File: config.mk
export PLATFORM = sky130hd
export DESIGN_NAME = mdu_mul_pipe
export DESIGN_NICKNAME = d
export VERILOG_FILES = /design/src/rtl/mdu_pkg.sv /design/src/rtl/mdu_mul_core.sv /design/src/rtl/mdu_mul_pipe.sv
export SDC_FILE = /design/constraint.sdc
export NUM_CORES = 2
export LEC_CHECK = 0
export BUFFER_PORTS_ARGS = -buffer_cell sky130_fd_sc_hd__buf_2
export CAP_MARGIN = 20
export CORE_MARGIN = 4
export CORE_UTILIZATION = 35
export CTS_BUF_LIST = sky130_fd_sc_hd__clkbuf_8
export CTS_CLUSTER_SIZE = 25
export DETAILED_ROUTE_END_ITERATION = 7
export SKIP_LAST_GASP = 1
export SLEW_MARGIN = 20
export SYNTH_ARGS = -nofsm -noshare
export SYNTH_HDL_FRONTEND = slang
export SYNTH_SLANG_ARGS = --single-unit
File: constraint.sdc
create_clock -name clk -period 24.4 [get_ports clk]
set_clock_uncertainty 0.15 [all_clocks]
set_input_delay 6.1 -clock clk [delete_from_list [all_inputs] [get_ports clk]]
set_output_delay 6.1 -clock clk [all_outputs]
set_load 0.02 [all_outputs]
File: src/rtl/mdu_pkg.sv
// Shared definitions for the multiply/divide unit: op codes, request/response structs.
// Latency: n/a (types and helpers only).
// Backpressure: n/a.
`ifndef ROB_WIDTH
`define ROB_WIDTH 6
`endif

package mdu_pkg;

  localparam int MDU_DATA_W = 32;
  localparam int MDU_TAG_W  = `ROB_WIDTH;

  // Multiply op codes follow the RISC-V funct3 numbering; 4..7 are unused
  typedef enum logic [2:0] {
    MDU_MUL    = 3'd0,
    MDU_MULH   = 3'd1,
    MDU_MULHSU = 3'd2,
    MDU_MULHU  = 3'd3
  } mdu_mul_op_e;

  typedef struct packed {
    mdu_mul_op_e             op;
    logic [MDU_DATA_W-1:0]   data0;
    logic [MDU_DATA_W-1:0]   data1;
    logic [MDU_TAG_W-1:0]    tag;
  } mdu_mul_req_t;

  typedef struct packed {
    logic [MDU_DATA_W-1:0]   result;
    logic [MDU_TAG_W-1:0]    tag;
  } mdu_mul_rsp_t;

  // Operand signedness for an op: {data0 signed, data1 signed}
  function automatic logic [1:0] mdu_mul_signs(input logic [2:0] op);
    case (op)
      MDU_MUL, MDU_MULH: mdu_mul_signs = 2'b11;
      MDU_MULHSU:        mdu_mul_signs = 2'b10;
      default:           mdu_mul_signs = 2'b00;
    endcase
  endfunction

endpackage

File: src/rtl/mdu_mul_core.sv
// Multiply datapath: registered extended operands, then product carried through STAGES-1 slots.
// Latency: STAGES loads from operand capture to prod_o, each slot advancing on its ld_i bit.
// Backpressure: none internally; a slot holds whenever its ld_i bit is low.
module mdu_mul_core #(
  parameter int DATA_W = 32,
  parameter int STAGES = 3
) (
  input  logic                  clk,
  input  logic                  rst_n,
  input  logic [STAGES-1:0]     ld_i,
  input  logic [DATA_W:0]       a_i,
  input  logic [DATA_W:0]       b_i,
  output logic [2*DATA_W-1:0]   prod_o
);

  localparam int PW = 2 * DATA_W;

  logic signed [DATA_W:0] a_q, a_d, b_q, b_d;
  logic signed [PW-1:0]   a_x, b_x;
  (* use_dsp = "yes" *) logic [PW-1:0] prod_q [1:STAGES-1];
  logic [PW-1:0]          prod_d [1:STAGES-1];

  // Operand slot: capture the already sign/zero-extended operands on acceptance
  always_comb begin
    a_d = ld_i[0] ? a_i : a_q;
    b_d = ld_i[0] ? b_i : b_q;
  end

  // Product slots: the upper extension bits only replicate bit DATA_W, so this is
  // still a (DATA_W+1)x(DATA_W+1) signed multiply truncated to 2*DATA_W bits
  always_comb begin
    a_x = {{(DATA_W-1){a_q[DATA_W]}}, a_q};
    b_x = {{(DATA_W-1){b_q[DATA_W]}}, b_q};
    prod_d[1] = ld_i[1] ? a_x * b_x : prod_q[1];
    for (int k = 2; k < STAGES; k++) begin
      prod_d[k] = ld_i[k] ? prod_q[k-1] : prod_q[k];
    end
  end

  // Datapath registers; cleared on reset so the selected result reads zero
  always_ff @(posedge clk or negedge rst_n) begin
    if (!rst_n) begin
      a_q <= '0;
      b_q <= '0;
      for (int k = 1; k < STAGES; k++) prod_q[k] <= '0;
    end else begin
      a_q <= a_d;
      b_q <= b_d;
      for (int k = 1; k < STAGES; k++) prod_q[k] <= prod_d[k];
    end
  end

  assign prod_o = prod_q[STAGES-1];

endmodule

File: src/rtl/mdu_mul_pipe.sv
// Pipelined MUL/MULH/MULHSU/MULHU unit with per-slot valids and bubble collapsing.
// Latency: STAGES cycles unstalled (STAGES+1 for an op parked in the skid entry).
// Backpressure: valid/ready both sides; MDU_MUL_SKID_EN adds a 1-entry skid so ready_o is registered.
`ifndef ROB_WIDTH
`define ROB_WIDTH 6
`endif

module mdu_mul_pipe
  import mdu_pkg::*;
#(
  parameter int DATA_W = 32,
  parameter int STAGES = 3,
  parameter int TAG_W  = `ROB_WIDTH
) (
  input  logic              clk,
  input  logic              rst_n,
  input  logic              flush,
  input  logic              valid_i,
  output logic              ready_o,
  input  logic [2:0]        op_i,
  input  logic [DATA_W-1:0] data0_i,
  input  logic [DATA_W-1:0] data1_i,
  input  logic [TAG_W-1:0]  tag_i,
  output logic              valid_o,
  input  logic              ready_i,
  output logic [DATA_W-1:0] result_o,
  output logic [TAG_W-1:0]  tag_o
);

  typedef struct packed {
    logic [2:0]       op;
    logic [TAG_W-1:0] tag;
  } meta_t;

  meta_t               meta_q [STAGES];
  meta_t               meta_d [STAGES];
  logic [STAGES-1:0]   vld_q, vld_d, free, ld;
  logic                chain;
  logic                accept, src_vld;
  meta_t               src_meta;
  logic [DATA_W-1:0]   src_d0, src_d1;
  logic [1:0]          signs;
  logic [DATA_W:0]     a_ext, b_ext;
  logic [2*DATA_W-1:0] prod;

  assign accept = valid_i && ready_o;

`ifdef MDU_MUL_SKID_EN
  logic              skid_vld_q, skid_vld_d;
  meta_t             skid_meta_q, skid_meta_d;
  logic [DATA_W-1:0] skid_d0_q, skid_d0_d, skid_d1_q, skid_d1_d;

  // ready_o comes from a flop; rst_n/flush only mask it, ready_i never reaches it
  assign ready_o  = rst_n && !flush && !skid_vld_q;
  assign src_vld  = skid_vld_q || accept;
  assign src_meta = skid_vld_q ? skid_meta_q : meta_t'{op: op_i, tag: tag_i};
  assign src_d0   = skid_vld_q ? skid_d0_q : data0_i;
  assign src_d1   = skid_vld_q ? skid_d1_q : data1_i;

  // Skid entry: park an accepted op when slot 0 cannot take it, drain when it can
  always_comb begin
    skid_vld_d  = skid_vld_q;
    skid_meta_d = skid_meta_q;
    skid_d0_d   = skid_d0_q;
    skid_d1_d   = skid_d1_q;
    if (flush) begin
      skid_vld_d = 1'b0;
    end else if (skid_vld_q) begin
      if (free[0]) skid_vld_d = 1'b0;
    end else if (accept && !free[0]) begin
      skid_vld_d  = 1'b1;
      skid_meta_d = meta_t'{op: op_i, tag: tag_i};
      skid_d0_d   = data0_i;
      skid_d1_d   = data1_i;
    end
  end

  // Skid registers
  always_ff @(posedge clk or negedge rst_n) begin
    if (!rst_n) begin
      skid_vld_q  <= 1'b0;
      skid_meta_q <= '0;
      skid_d0_q   <= '0;
      skid_d1_q   <= '0;
    end else begin
      skid_vld_q  <= skid_vld_d;
      skid_meta_q <= skid_meta_d;
      skid_d0_q   <= skid_d0_d;
      skid_d1_q   <= skid_d1_d;
    end
  end
`else
  assign ready_o  = rst_n && !flush && free[0];
  assign src_vld  = accept;
  assign src_meta = meta_t'{op: op_i, tag: tag_i};
  assign src_d0   = data0_i;
  assign src_d1   = data1_i;
`endif

  // Slot k can take new content if it is empty or everything downstream moves
  always_comb begin
    chain = ready_i;
    free  = '0;
    for (int k = STAGES - 1; k >= 0; k--) begin
      chain   = !vld_q[k] || chain;
      free[k] = chain;
    end
  end

  // Data load enables: only load a slot when a valid op arrives into it
  always_comb begin
    ld[0] = free[0] && src_vld;
    for (int k = 1; k < STAGES; k++) ld[k] = free[k] && vld_q[k-1];
  end

  // Valid/meta next state; flush wipes every valid bit at the next edge
  always_comb begin
    vld_d = vld_q;
    for (int k = 0; k < STAGES; k++) meta_d[k] = meta_q[k];
    if (free[0]) vld_d[0] = src_vld;
    if (ld[0])   meta_d[0] = src_meta;
    for (int k = 1; k < STAGES; k++) begin
      if (free[k]) vld_d[k] = vld_q[k-1];
      if (ld[k])   meta_d[k] = meta_q[k-1];
    end
    if (flush) vld_d = '0;
  end

  // Slot valid and meta registers
  always_ff @(posedge clk or negedge rst_n) begin
    if (!rst_n) begin
      vld_q <= '0;
      for (int k = 0; k < STAGES; k++) meta_q[k] <= '0;
    end else begin
      vld_q <= vld_d;
      for (int k = 0; k < STAGES; k++) meta_q[k] <= meta_d[k];
    end
  end

  assign signs = mdu_mul_signs(src_meta.op);
  assign a_ext = {signs[1] & src_d0[DATA_W-1], src_d0};
  assign b_ext = {signs[0] & src_d1[DATA_W-1], src_d1};

  mdu_mul_core #(
    .DATA_W (DATA_W),
    .STAGES (STAGES)
  ) u_core (
    .clk    (clk),
    .rst_n  (rst_n),
    .ld_i   (ld),
    .a_i    (a_ext),
    .b_i    (b_ext),
    .prod_o (prod)
  );

  assign valid_o = vld_q[STAGES-1];
  assign tag_o   = meta_q[STAGES-1].tag;

  // Result half select; unknown ops yield zero
  always_comb begin
    result_o = '0;
    case (meta_q[STAGES-1].op)
      MDU_MUL:                         result_o = prod[DATA_W-1:0];
      MDU_MULH, MDU_MULHSU, MDU_MULHU: result_o = prod[2*DATA_W-1:DATA_W];
      default:                         result_o = '0;
    endcase
  end

endmodule

==> impl_metrics.ini <==
[synth]
netlist_instances = 4760
synthTopCellsByArea = sky130_fd_sc_hd__fa_1, sky130_fd_sc_hd__dfrtp_1, sky130_fd_sc_hd__inv_1, sky130_fd_sc_hd__and2_1, sky130_fd_sc_hd__ha_1
synth_ff_type = sky130_fd_sc_hd__dfrtp_1
synthXorXnorAreaFrac = 0.0142
synth_edf_count = 0
muxShareOfSynthArea = 0.0396
syn-cell-area_sq_um = 46900
library_cell_occupying_the_most_area_in_the_post_synthesis_netlist = sky130_fd_sc_hd__fa_1
async_reset_ff_frac = 1.00
synth.top_cell.area_share = 0.480
synth.net_count = 6175
synth_adder_area_share = 0.537
synth.distinct_cells = 69
syn_avg_cell_area_sq_um = 9.86
synth-warning-count = 0
postSynthRegisterBits = 224
synth_seq_area_share = 0.119
synth_compound_gate_area_share = 0.0409
synth_top_family_by_area = adder cells
post_synth_and_or_nand_nor_area_fraction = 0.141

[finish]
fillers = 13300
layoutNonFillerInstCount = 6525
final_common_cell = sky130_fd_sc_hd__fa_1
areaGrowthSynthToFinish_pct = 7.00
final_layout_size_suffix_gt1_frac = 0.0913
final_nets = 6140
layout.cells.most_common_list = sky130_fd_sc_hd__fa_1, sky130_fd_sc_hd__inv_1, sky130_fd_sc_hd__nand2_1

[timing]
setup_total_negative_slack_ps = 0
timing.final.crit_share = 0.553
fin_ws_ps = 10900
report.final.slew_viol_count = 0
unrepaired_setup_endpoints_after_global_routing = no
max_freq_ghz = 0.0741
layout_min_cycle_time_ps = 13500
setup_viol = 0
timing.max_slew.rel_slack = 0.286
worst_slew_pin_slew_ps = 1070
fin_hold_ws_ps = 307
number_of_endpoints_with_negative_hold_slack_in_the_final_report = 0

[grt]
maximum_number_of_pins_on_one_net_before_global_route_repair = 129
grt.total_usage = 0.178
grt_antenna_before_repair = 5
grt_pass1_wl_um = 198000
grt_pass1_vias = 35000
overflow = 0

[worst_hold_path]
worstHoldPathType = reg2reg

[clocking]
tritoncts_num_sinks = 224
post_cts_hold_buffer_count = 0
clkLatencyLatePin_ps = 710
cts.htree.levels = 2
clk_pin_slew_worst_paths_ps = 50
tritoncts = done
cts-resized-gates = 0
ctsLongestPathBuffers = 3
postCtsSetupRepairBufs = 0
numCtsBuffers = 44
cell_at_the_root_of_the_clock_tree = sky130_fd_sc_hd__clkbuf_8

[worst_setup_path]
cell_chain_critical_path = buf_8 -> and3b_1 -> buf_2
critical_path_required_ps = 18150
cpMaxStageDelayCell = sky130_fd_sc_hd__buf_8
critPathKind = in2out
end_kind = output port
critical_path.startpoint_type = primary input
crit_fanout = 98
critical-path-max-stage-delay_ps = 470
arrival_ps = 7250

[place]
place.detailed.instances = 6447
place_congestion = 0.889
placement.io_buffers = 117
dp_hpwl_um = 97100
post-place-ws_ps = 10860

[detailed_routing]
final_antenna_net_count = 0
route.vias.total = 31600
wl_um = 121000
detail_route.wl_per_cell_um = 18.5
drc = 0
initialDrtViolationCount = 1460
detail_route.vias_per_cell = 4.85
drt-pass1-iter-count = 5

[floorplan]
die-width_um = 374
chipHeight_um = 374
core_area_sq_um = 133000
floorplan.initialDensity = 0.352
num_rows = 134
design.die.area_sq_um = 140000
floorplan.io_pins = 118

[outcome]
status = finished, final reports clean

[flow_run]
maxCapViolations = 0
-- worst max-delay path, delay by kind of cell --
kind / cells / cell delay [ps]
simple gates: 1 / 340
buf+inv: 2 / 660
-- registers in the layout, summed over array words and instances, names as in the netlist --
name	flops
u_core.a_q	33
tag_o	6
meta_q	21
u_core.prod_o	64
u_core.b_q	33
u_core.prod_q	64
vld_q	3
-- per-stage QoR --
step	cell area, sq um	util
after floorplan	46900	-
after detailed placement	49200	0.369
final	50200	0.377
after CTS	50200	0.377
after global routing	50200	0.377
after global placement	49200	0.369
-- per-layer routing --
| metal | track usage | vias up | wire [um] |
|---|---|---|---|
| li1 | - | 13800 | - |
| met1 | 0.233 | 17000 | 51000 |
| met2 | 0.316 | 669 | 62200 |
| met3 | 0.0226 | 164 | 5050 |
| met4 | 0.0380 | 0 | 2590 |
| met5 | 0 | - | 0 |
-- kinds of logic (layout without fill, tap and decap cells) --
logic type,Yosys count,in the layout
AO/OA/AOI/OAI,288,288
AND/OR/NAND/NOR,1317,1317
buffers and inverters,1353,1347
multiplexers,165,165
flip-flops,224,224
adder cells (fa/ha/maj),1337,1337
XOR/XNOR,76,76
other,0,3
-- worst paths after layout --
path | slack (ps) | start | cells after the start | end
setup / recovery | 10900 | rst_n | 3 | ready_o
hold / removal | 310 | u_core.prod_q[99] | 1 | u_core.prod_o[35]
setup reg to reg | 15260 | u_core.b_q[6] | 26 | u_core.prod_q[125]
hold reg to reg | 310 | u_core.prod_q[99] | 1 | u_core.prod_o[35]
max in group asynchronous | 17440 | rst_n | 2 | u_core.a_q[13]
min in group asynchronous | 5340 | rst_n | 1 | u_core.prod_q[126]
-- area by class of cell --
class                           instances  area (sq um)  area share
Tap cell                             1768          2210      0.0441
Clock inverter                         22           220     0.00439
Multi-Input combinational cell       3183         36200       0.722
Timing Repair Buffer                  179          1070      0.0214
Clock buffer                           53           729      0.0145
Antenna cell                            3          7.51    0.000150
Inverter                             1093          4100      0.0817
Sequential cell                       224          5620       0.112
-- Yosys cell counts, types with 4 or more instances --
library cell / number
sky130_fd_sc_hd__a21o_1: 28
sky130_fd_sc_hd__o21ai_1: 13
sky130_fd_sc_hd__buf_4: 6
sky130_fd_sc_hd__xnor2_1: 47
sky130_fd_sc_hd__ha_1: 212
sky130_fd_sc_hd__nand4_1: 10
sky130_fd_sc_hd__nand3_1: 13
sky130_fd_sc_hd__inv_1: 1093
sky130_fd_sc_hd__fa_1: 1125
sky130_fd_sc_hd__clkbuf_1: 239
sky130_fd_sc_hd__nor2b_1: 31
sky130_fd_sc_hd__xor2_1: 29
sky130_fd_sc_hd__nor2_1: 36
sky130_fd_sc_hd__o21ai_0: 73
sky130_fd_sc_hd__a22o_1: 32
sky130_fd_sc_hd__and2_1: 546
sky130_fd_sc_hd__a21boi_0: 6
sky130_fd_sc_hd__a211oi_1: 7
sky130_fd_sc_hd__and3_1: 10
sky130_fd_sc_hd__o211ai_1: 7
sky130_fd_sc_hd__buf_1: 12
sky130_fd_sc_hd__dfrtp_1: 224
sky130_fd_sc_hd__nand2b_1: 17
sky130_fd_sc_hd__mux2_2: 163
sky130_fd_sc_hd__a211o_1: 4
sky130_fd_sc_hd__a31oi_1: 8
sky130_fd_sc_hd__nand2_1: 624
sky130_fd_sc_hd__nor3_1: 9
sky130_fd_sc_hd__a21oi_1: 64
sky130_fd_sc_hd__o21bai_1: 11
Power is not shown: default switching activity piles up to over one toggle a cycle in this logic, so the estimate is an artifact.
